**src/rtl/uar_pkt_ctrl.sv**
```systemverilog
// rtl/uar_pkt_ctrl.sv - UART board packet controller: frame detect, validate, latch, watchdog
// Optional build macro UAR_CTRL_CELLCHK_EN enables rejection of frames containing an all-ones cell.
module uar_pkt_ctrl #(
  parameter int DATA_W      = 162,
  parameter int CELL_W      = 2,
  parameter int TIMEOUT_CYC = 1_600_000,
  parameter int RECOVER_CYC = 4
) (
  input  logic              clk_in,
  input  logic              rst_in,
  input  logic              rx_ready,
  input  logic [DATA_W-1:0] rx_data,
  output logic              rx_rst,
  output logic [DATA_W-1:0] brd_data,
  output logic              brd_valid,
  input  logic              brd_ack,
  output logic              brd_changed,
  output logic              overrun,
  output logic [15:0]       pkt_cnt,
  output logic [7:0]        err_cnt,
  output logic              busy
);

  localparam logic [1:0] ST_IDLE    = 2'd0;
  localparam logic [1:0] ST_RECV    = 2'd1;
  localparam logic [1:0] ST_CHECK   = 2'd2;
  localparam logic [1:0] ST_RECOVER = 2'd3;

  localparam logic [31:0] TIMEOUT_LAST = 32'(TIMEOUT_CYC - 1);
  localparam logic [31:0] RECOVER_LAST = 32'(RECOVER_CYC - 1);

  if (DATA_W % CELL_W != 0) begin : g_bad_width
    $error("DATA_W must be a multiple of CELL_W");
  end

  logic [1:0]        state_q, state_d;
  logic [31:0]       timer_q, timer_d;
  logic              rx_ready_q, rx_ready_d;
  logic [DATA_W-1:0] brd_data_q, brd_data_d;
  logic              brd_valid_q, brd_valid_d;
  logic              brd_changed_q, brd_changed_d;
  logic              overrun_q, overrun_d;
  logic [15:0]       pkt_cnt_q, pkt_cnt_d;
  logic [7:0]        err_cnt_q, err_cnt_d;

  logic fall, rise, frame_ok;

  assign fall = rx_ready_q & ~rx_ready;
  assign rise = rx_ready & ~rx_ready_q;

`ifdef UAR_CTRL_CELLCHK_EN
  always_comb begin
    frame_ok = 1'b1;
    for (int i = 0; i < DATA_W / CELL_W; i++) begin
      if (rx_data[i*CELL_W +: CELL_W] == {CELL_W{1'b1}}) frame_ok = 1'b0;
    end
  end
`else
  assign frame_ok = 1'b1;
`endif

  always_comb begin
    state_d       = state_q;
    timer_d       = timer_q;
    rx_ready_d    = rx_ready;
    brd_data_d    = brd_data_q;
    brd_valid_d   = brd_valid_q;
    brd_changed_d = brd_changed_q;
    overrun_d     = overrun_q;
    pkt_cnt_d     = pkt_cnt_q;
    err_cnt_d     = err_cnt_q;

    // Consumer handshake; a same-cycle accept in CHECK overrides this below.
    if (brd_valid_q && brd_ack) brd_valid_d = 1'b0;

    case (state_q)
      ST_IDLE: begin
        if (fall) begin
          state_d = ST_RECV;
          timer_d = 32'd0;
        end
      end
      ST_RECV: begin
        timer_d = timer_q + 32'd1;
        if (rise) begin
          state_d = ST_CHECK;
        end else if (timer_q == TIMEOUT_LAST) begin
          state_d = ST_RECOVER;
          timer_d = 32'd0;
          if (err_cnt_q != 8'hFF) err_cnt_d = err_cnt_q + 8'd1;
        end
      end
      ST_CHECK: begin
        state_d = ST_IDLE;
        if (frame_ok) begin
          brd_data_d    = rx_data;
          brd_changed_d = (rx_data != brd_data_q);
          pkt_cnt_d     = pkt_cnt_q + 16'd1;
          brd_valid_d   = 1'b1;
          if (brd_valid_q && !brd_ack) overrun_d = 1'b1;
        end else if (err_cnt_q != 8'hFF) begin
          err_cnt_d = err_cnt_q + 8'd1;
        end
      end
      default: begin
        timer_d = timer_q + 32'd1;
        if (timer_q == RECOVER_LAST) begin
          state_d = ST_IDLE;
          timer_d = 32'd0;
        end
      end
    endcase
  end

  always_ff @(posedge clk_in) begin
    if (rst_in) begin
      state_q       <= ST_IDLE;
      timer_q       <= 32'd0;
      rx_ready_q    <= 1'b1;
      brd_data_q    <= '0;
      brd_valid_q   <= 1'b0;
      brd_changed_q <= 1'b0;
      overrun_q     <= 1'b0;
      pkt_cnt_q     <= 16'd0;
      err_cnt_q     <= 8'd0;
    end else begin
      state_q       <= state_d;
      timer_q       <= timer_d;
      rx_ready_q    <= rx_ready_d;
      brd_data_q    <= brd_data_d;
      brd_valid_q   <= brd_valid_d;
      brd_changed_q <= brd_changed_d;
      overrun_q     <= overrun_d;
      pkt_cnt_q     <= pkt_cnt_d;
      err_cnt_q     <= err_cnt_d;
    end
  end

  assign rx_rst      = rst_in | (state_q == ST_RECOVER);
  assign busy        = (state_q != ST_IDLE);
  assign brd_data    = brd_data_q;
  assign brd_valid   = brd_valid_q;
  assign brd_changed = brd_changed_q;
  assign overrun     = overrun_q;
  assign pkt_cnt     = pkt_cnt_q;
  assign err_cnt     = err_cnt_q;

endmodule
```
**config.mk**
```make
export PLATFORM = sky130hd
export DESIGN_NAME = uar_pkt_ctrl
export DESIGN_NICKNAME = d
export VERILOG_FILES = /design/src/rtl/uar_pkt_ctrl.sv
export SDC_FILE = /design/constraint.sdc
export NUM_CORES = 1
export LEC_CHECK = 0
export ABC_CLOCK_PERIOD_IN_PS = 2600
export CAP_MARGIN = 15
export CORE_MARGIN = 5
export CORE_UTILIZATION = 46
export CTS_CLUSTER_SIZE = 40
export DETAILED_ROUTE_END_ITERATION = 10
export PLACE_DENSITY = 0.81
export SETUP_SLACK_MARGIN = 0.5
export SLEW_MARGIN = 20
export SYNTH_ARGS = -nofsm -noshare
export SYNTH_HDL_FRONTEND = slang
export SYNTH_SLANG_ARGS = --single-unit
```
**constraint.sdc**
```tcl
create_clock -name clk_in -period 2.6 [get_ports clk_in]
set_clock_uncertainty 0.05 [all_clocks]
set_input_delay 0.78 -clock clk_in [delete_from_list [all_inputs] [get_ports clk_in]]
set_output_delay 0.78 -clock clk_in [all_outputs]
set_load 0.02 [all_outputs]
```
## Yosys cells after proc, flatten, opt, wreduce, memory -nomap -nowiden

Cells that the tools add are included.

| storage, ports and cells | value |
|---|---|
| output and inout bits | 191 |
| bits of input ports | 166 |
| logic and storage cells | 51 |
| register bits after elaboration | 224 |

| cells by class | value |
|---|---|
| $add $sub $neg | 3 |
| equality and inequality tests | 9 |
| multiplexer cells | 12 |
| bitwise gates (word level) | 7 |
| reductions and logical operators | 11 |

Operator list:

| kind | count |
|---|---|
| $ne A162 B162 Y1 | 1 |
| $mux W32 | 4 |
| $pmux W32 S3 | 1 |
| $add A32 B1 Y32 const B | 1 |
| $eq A32 B2 Y1 const B | 1 |
| $eq A32 B21 Y1 const B | 1 |
| $add A16 B1 Y16 const B | 1 |
| $add A8 B1 Y8 const B | 1 |
| $mux W2 | 4 |
| $ne A8 B8 Y1 const B | 1 |
| $pmux W2 S3 | 1 |
| $eq A2 B2 Y1 const B | 2 |
| $not A1 Y1 | 4 |
| $reduce_and A2 Y1 | 2 |
| $reduce_and A4 Y1 | 1 |
| $reduce_bool A2 Y1 | 2 |
| $reduce_bool A4 Y1 | 1 |
| $ne A3 B3 Y1 const B | 1 |
| $reduce_and A3 Y1 | 1 |
| $and A1 B1 Y1 | 2 |
| $eq A2 B1 Y1 const B | 1 |
| $logic_and A1 B1 Y1 | 2 |
| $logic_not A2 Y1 | 1 |
| $mux W1 | 2 |
| 3 further kinds | 3 |

## Logic depth before layout (Yosys ltp)

| logic depth | value |
|---|---|
| depth after elaboration | 4 |
| gate-level depth with buffers | 8 |
| depth with buffers taken out | 7 |

## Worst setup path after synthesis

No wires, ideal clock.

| path | value |
|---|---|
| kind | input to register |
| start | in rx_ready |
| end | reg timer_q[26] |
| cell stages on the path | 6 |
| setup slack | 0.278 ns |
| buffers on the path | 0 |
| arrival time | 2.157 ns |
| required time | 2.435 ns |
| setup time | 0.115 ns |
| cell sequence | nor3b_2 o2111ai_4 or3_4 or3_1 xor2_1 nor2_2 |

| between the ends | value |
|---|---|
| longest elaborated chain between the ends | 4 |
| elaborated cells between the ends (all ways) | 7 |
| those cells by class | eq/ne: 1; mux: 2; bitwise: 3; reduce/logical: 1 |

RTL lines:

| what | line | text |
|---|---|---|
| from (decl) | 11 | `input logic rx_ready,` |
| $not A1 Y1 | 48 | `assign fall = rx_ready_q & ~rx_ready;` |
| $and A1 B1 Y1 | 48 |  |
| $ne A2 B2 Y1 (no line) | -- |  |
| $reduce_and A2 Y1 (no line) | -- |  |
| to (signal assigned) | 128 | `timer_q <= timer_d;` |
| to (decl) | 37 | `logic [31:0] timer_q, timer_d;` |

Several ways; a longest one is shown, not always the timed one.
A chain may end at the register's enable or synchronous reset.

## Worst setup path after layout

| path | value |
|---|---|
| start | reg state_q[1] |
| end | out busy |

| between the ends | value |
|---|---|
| longest elaborated chain between the ends | 1 |

RTL lines:

| what | line | text |
|---|---|---|
| from (decl) | 36 | `logic [1:0] state_q, state_d;` |
| from (signal assigned) | 127 | `state_q <= state_d;` |
| $reduce_bool A2 Y1 | 140 | `assign busy = (state_q != ST_IDLE);` |
| to (decl) | 21 | `output logic busy` |

No other way between the ends.

==> run summary <==
The die outline area was 0.0258 mm^2; the detail-routed net length per standard cell was 19.2 um. From synthesis to final layout, the design area changed by 49.6%. The maximum number of pins on one net before global-route repair was 195; the number of search-and-repair iterations in the first detailed-routing pass was 6.

The worst stage delay on the critical path is 0.35 ns. Final cycle utilization of the critical path: 0.820. Combinational cell fraction of total power: 0.097. The synthesized flop and latch total was 224; the insertion delay to the later sink of the worst-skew pair was 0.53 ns.

The tools report the max-cap check violation count as 0. The path class of the lowest-slack min-delay path is flop to flop. CTS saw 224 sinks. The power per cell area is 512 mW/mm^2, and the initial DRC count is 877. For the count of nets left with antenna violations after detail routing, the log shows 0. The clock transition at the registers of the reported paths works out to 0.06 ns. The shortest period the worst path allows came out at 2.13 ns. Startpoint type of the worst setup path: a flop.

The count of buffers added on input and output ports is 356. Count of final hold-check violations: 0. The global-route usage over all layers was 0.277; the count of buffering cells on the critical path with inverters included was 1. The complex-gate fraction of the synthesized area is 0.122, and the top achievable clock speed is 469 MHz. The slew at the pin with the worst max-slew slack works out to 0.991 ns. Fraction of layout cells with a size suffix above 1: 0.195. TritonCTS built the clock tree. The worst hold-check slack was 0.422 ns. The relative slew slack came out at 0.339.

The count of yosys warnings during synthesis was 0; the maximum net fanout on the critical path was 3. Among all stages on the critical path, the largest delay is contributed by sky130_fd_sc_hd__dfxtp_4. Data on the critical path is required at its endpoint by 1.77 ns.

The tools report the final sum of negative setup slack as 0 ns. The HPWL after detailed placement is 27700 um. STA classifies the critical path endpoint as a primary output.

Prior to clock tree synthesis, the placed netlist has a worst setup slack of -0.305 ns. The number of different library cells used by synthesis comes to 49. Ratio of routed vias to standard cells: 5.33.

357 I/O pins were placed. The run gives 0.468 ns as the final worst slack. The simple-gate area share of the yosys netlist works out to 0.275. Counting every net in the synthesized netlist gives 1495. Setup violations remaining at the end of the flow were counted as 0. Summed over all cells, the static leakage comes to 6.30 nW. In this run, CTS created clock tree buffers numbering 26. For this design, the CTS-stage hold fixing added 0 buffers.

The arithmetic-cell share of the synthesized area counting full adders, half adders and majority gates is 0.00479. Setup repair after global routing could not meet its margin everywhere. The worst voltage drop across the vdd grid is 0.531 mV, and the share of synthesized area occupied by flip-flops and latches is 0.429. In the routed design, unresolved DRC markers number 0. From left edge to right edge, the die measures 161 um.

The final layout contains 1869 nets. The class of the most critical setup path was flop to primary output. The xor and xnor area share after synthesis is 0.131.

For the cell count after placement, the log shows 1944. The flow ran to the end, and the final reports show no timing, DRC or antenna violations. The core region area was 0.0225 mm^2; the part of the total power dissipated in sequential elements was 0.435. Routability-driven placement finished with a final weighted congestion of 0.910. The tools report the maximum count of clock buffers along a single path as 3. The number of instances in the synthesized netlist was 1325; the fraction of synthesized area in multiplexers was 0. The via count of the first global-routing pass is 10283, and the net load switching power is 0.00186 W. The tools report the number of antenna violations at the first check in global routing as 11. Data arrives at the worst endpoint at 1.30 ns. Clock share of power: 0.468. Broken down by cell family, the worst path's largest delay share belongs to flip-flops. Clock tree synthesis selected as its root buffer the cell sky130_fd_sc_hd__clkbuf_16. The finished layout holds 2013 standard cells, fillers aside. Global routing finished with a remaining overflow of 0. The tools report the final wirelength as 38600 um. The largest family of logic cells by synthesized area is simple AND/OR/NAND/NOR gates. The first global-routing pass estimated 57000 um of wire. For this block, the via count after detailed routing is 10736.

The share of total power consumed by net switching is 0.233. The number of enable-type register cells in the synthesized netlist was 0. Initial standard-cell utilization of the core: 0.464.

The number of H-tree levels was 1; the overall die height was 161 um. Averaged over all synthesized cells, the footprint is 7.88 um^2. Row generation in the floorplan step produced 55 rows. The final max-slew violation count came out at 0. Fraction of registers with async set or reset after synthesis: 0. Summing every instance area after synthesis gives 0.0104 mm^2. The most common flop cell mapped by yosys is sky130_fd_sc_hd__dfxtp_1. Internal power comes to 0.00614 W.

Traced cell by cell, the critical path runs through or2_2 > buf_6.
-- worst paths after layout --
| kind | from | slack (ns) | endpoint | cells past startpoint |
|---|---|---|---|---|
| worst min-delay path | brd_data[126] | 0.42 | brd_data[126] | 2 |
| worst max register to register | state_q[1] | 0.56 | brd_changed | 7 |
| worst max-delay path | state_q[1] | 0.47 | busy | 2 |
| worst min register to register | brd_data[126] | 0.42 | brd_data[126] | 2 |
-- worst min-delay path, cell delays in order (launching register included) --
cell	delay, ns
sky130_fd_sc_hd__dfxtp_1	0.32
sky130_fd_sc_hd__nand2_1	0.06
sky130_fd_sc_hd__a21oi_1	0.05
-- layer usage --
| layer | vias up | routed length [um] | GRT usage |
|---|---|---|---|
| met5 | - | 13 | 0 |
| met4 | 2 | 1540 | 0.116 |
| met3 | 89 | 3880 | 0.0816 |
| met2 | 487 | 18600 | 0.462 |
| met1 | 5002 | 14500 | 0.334 |
| li1 | 5156 | - | - |
-- state kept, by name, summed over array words and instances (netlist names) --
| register | count |
|---|---|
| state_q | 2 |
| brd_valid | 1 |
| err_cnt | 8 |
| rx_ready_q | 1 |
| brd_changed | 1 |
| pkt_cnt | 16 |
| timer_q | 32 |
| brd_data | 162 |
| overrun | 1 |
-- layout by cell type (no fill, tap or decap), types with 11 or more instances in the layout --
master,netlist,final
sky130_fd_sc_hd__a2111o_1,13,13
sky130_fd_sc_hd__a21oi_1,168,168
sky130_fd_sc_hd__buf_4,4,52
sky130_fd_sc_hd__clkbuf_16,0,27
sky130_fd_sc_hd__clkbuf_2,0,88
sky130_fd_sc_hd__clkbuf_8,0,11
sky130_fd_sc_hd__clkdlybuf4s15_1,0,51
sky130_fd_sc_hd__clkdlybuf4s15_2,0,38
sky130_fd_sc_hd__clkdlybuf4s50_1,0,91
sky130_fd_sc_hd__dfxtp_1,224,206
sky130_fd_sc_hd__dfxtp_2,0,16
sky130_fd_sc_hd__diode_2,0,11
sky130_fd_sc_hd__dlygate4sd2_1,0,27
sky130_fd_sc_hd__dlymetal6s2s_1,0,52
sky130_fd_sc_hd__inv_1,34,31
sky130_fd_sc_hd__nand2_1,344,342
sky130_fd_sc_hd__nand2b_1,37,33
sky130_fd_sc_hd__nand3_1,24,24
sky130_fd_sc_hd__nand4_1,29,29
sky130_fd_sc_hd__nor2_1,79,76
sky130_fd_sc_hd__nor2b_1,42,35
sky130_fd_sc_hd__nor4_2,0,17
sky130_fd_sc_hd__xnor2_1,67,62
sky130_fd_sc_hd__xor2_1,89,88
-- area by class of cell --
type                            count  area, um^2
Timing Repair Buffer              413        3720
Sequential cell                   224        4510
Fill cell                        1726        6880
Clock buffer                       41         838
Inverter                           34         128
Tap cell                          285         357
Antenna cell                       11        27.5
Multi-Input combinational cell   1000        5990
Clock inverter                      5        50.0
-- stage by stage --
step | utilization | power (W) | instance area, um^2
floorplan | - | 0.00383 | 10500
global placement | 0.646 | 0.00431 | 14500
detailed placement | 0.646 | 0.00432 | 14500
CTS | 0.689 | 0.00803 | 15500
global route | 0.694 | 0.00826 | 15600
finish | 0.694 | 0.00800 | 15600
-- power groups by stage --
stage               clock network (W)  logic, W  registers (W)
global placement                    0  0.000750        0.00356
finish                        0.00374  0.000778        0.00348
detailed placement                  0  0.000756        0.00356
floorplan                           0  0.000255        0.00358
global route                  0.00395  0.000827        0.00349
CTS                           0.00379  0.000755        0.00348
-- kinds of logic (layout without fill, tap and decap cells) --
group                      after synthesis  count (layout)
and+or+nand+nor                        626             626
other                                    0              11
DFF                                    224             224
adders and majority gates                4               4
AOI/OAI and AO/OA                      214             214
buffers and inverters                  101             493
xor gates and xnor gates               156             156
-- synthesized netlist by cell type (2+ instances only) --
cell / n / area, um^2
sky130_fd_sc_hd__a21oi_1: 168 / 841
sky130_fd_sc_hd__xnor2_1: 67 / 587
sky130_fd_sc_hd__o221ai_1: 2 / 17.5
sky130_fd_sc_hd__a2111oi_0: 3 / 26.3
sky130_fd_sc_hd__nand3_1: 24 / 120
sky130_fd_sc_hd__xor2_1: 89 / 780
sky130_fd_sc_hd__nand4_1: 29 / 181
sky130_fd_sc_hd__inv_1: 34 / 128
sky130_fd_sc_hd__or3_1: 2 / 12.5
sky130_fd_sc_hd__buf_1: 8 / 30.0
sky130_fd_sc_hd__and2_1: 3 / 18.8
sky130_fd_sc_hd__clkbuf_1: 53 / 199
sky130_fd_sc_hd__or2_2: 5 / 31.3
sky130_fd_sc_hd__nor3_1: 9 / 45.0
sky130_fd_sc_hd__nor2b_1: 42 / 263
sky130_fd_sc_hd__ha_1: 4 / 50.1
sky130_fd_sc_hd__and4_4: 2 / 22.5
sky130_fd_sc_hd__a2111o_1: 13 / 146
sky130_fd_sc_hd__o22ai_1: 6 / 37.5
sky130_fd_sc_hd__buf_2: 2 / 10.0
sky130_fd_sc_hd__nor4_1: 31 / 194
sky130_fd_sc_hd__buf_4: 4 / 30.0
sky130_fd_sc_hd__and3_1: 7 / 43.8
sky130_fd_sc_hd__and3_2: 3 / 22.5
sky130_fd_sc_hd__nand2b_1: 37 / 231
sky130_fd_sc_hd__nor2_1: 79 / 297
sky130_fd_sc_hd__o2111ai_1: 11 / 96.3
sky130_fd_sc_hd__nand2_1: 344 / 1290
sky130_fd_sc_hd__dfxtp_1: 224 / 4480
-- timing repair --
action                     4_1_cts  5_1_grt
setup endpoints to repair      230      186
pin swaps                       24       49
gates resized for setup        397      289
buffers inserted                 2       10
Note: power is estimated with default switching activity, not from simulation.
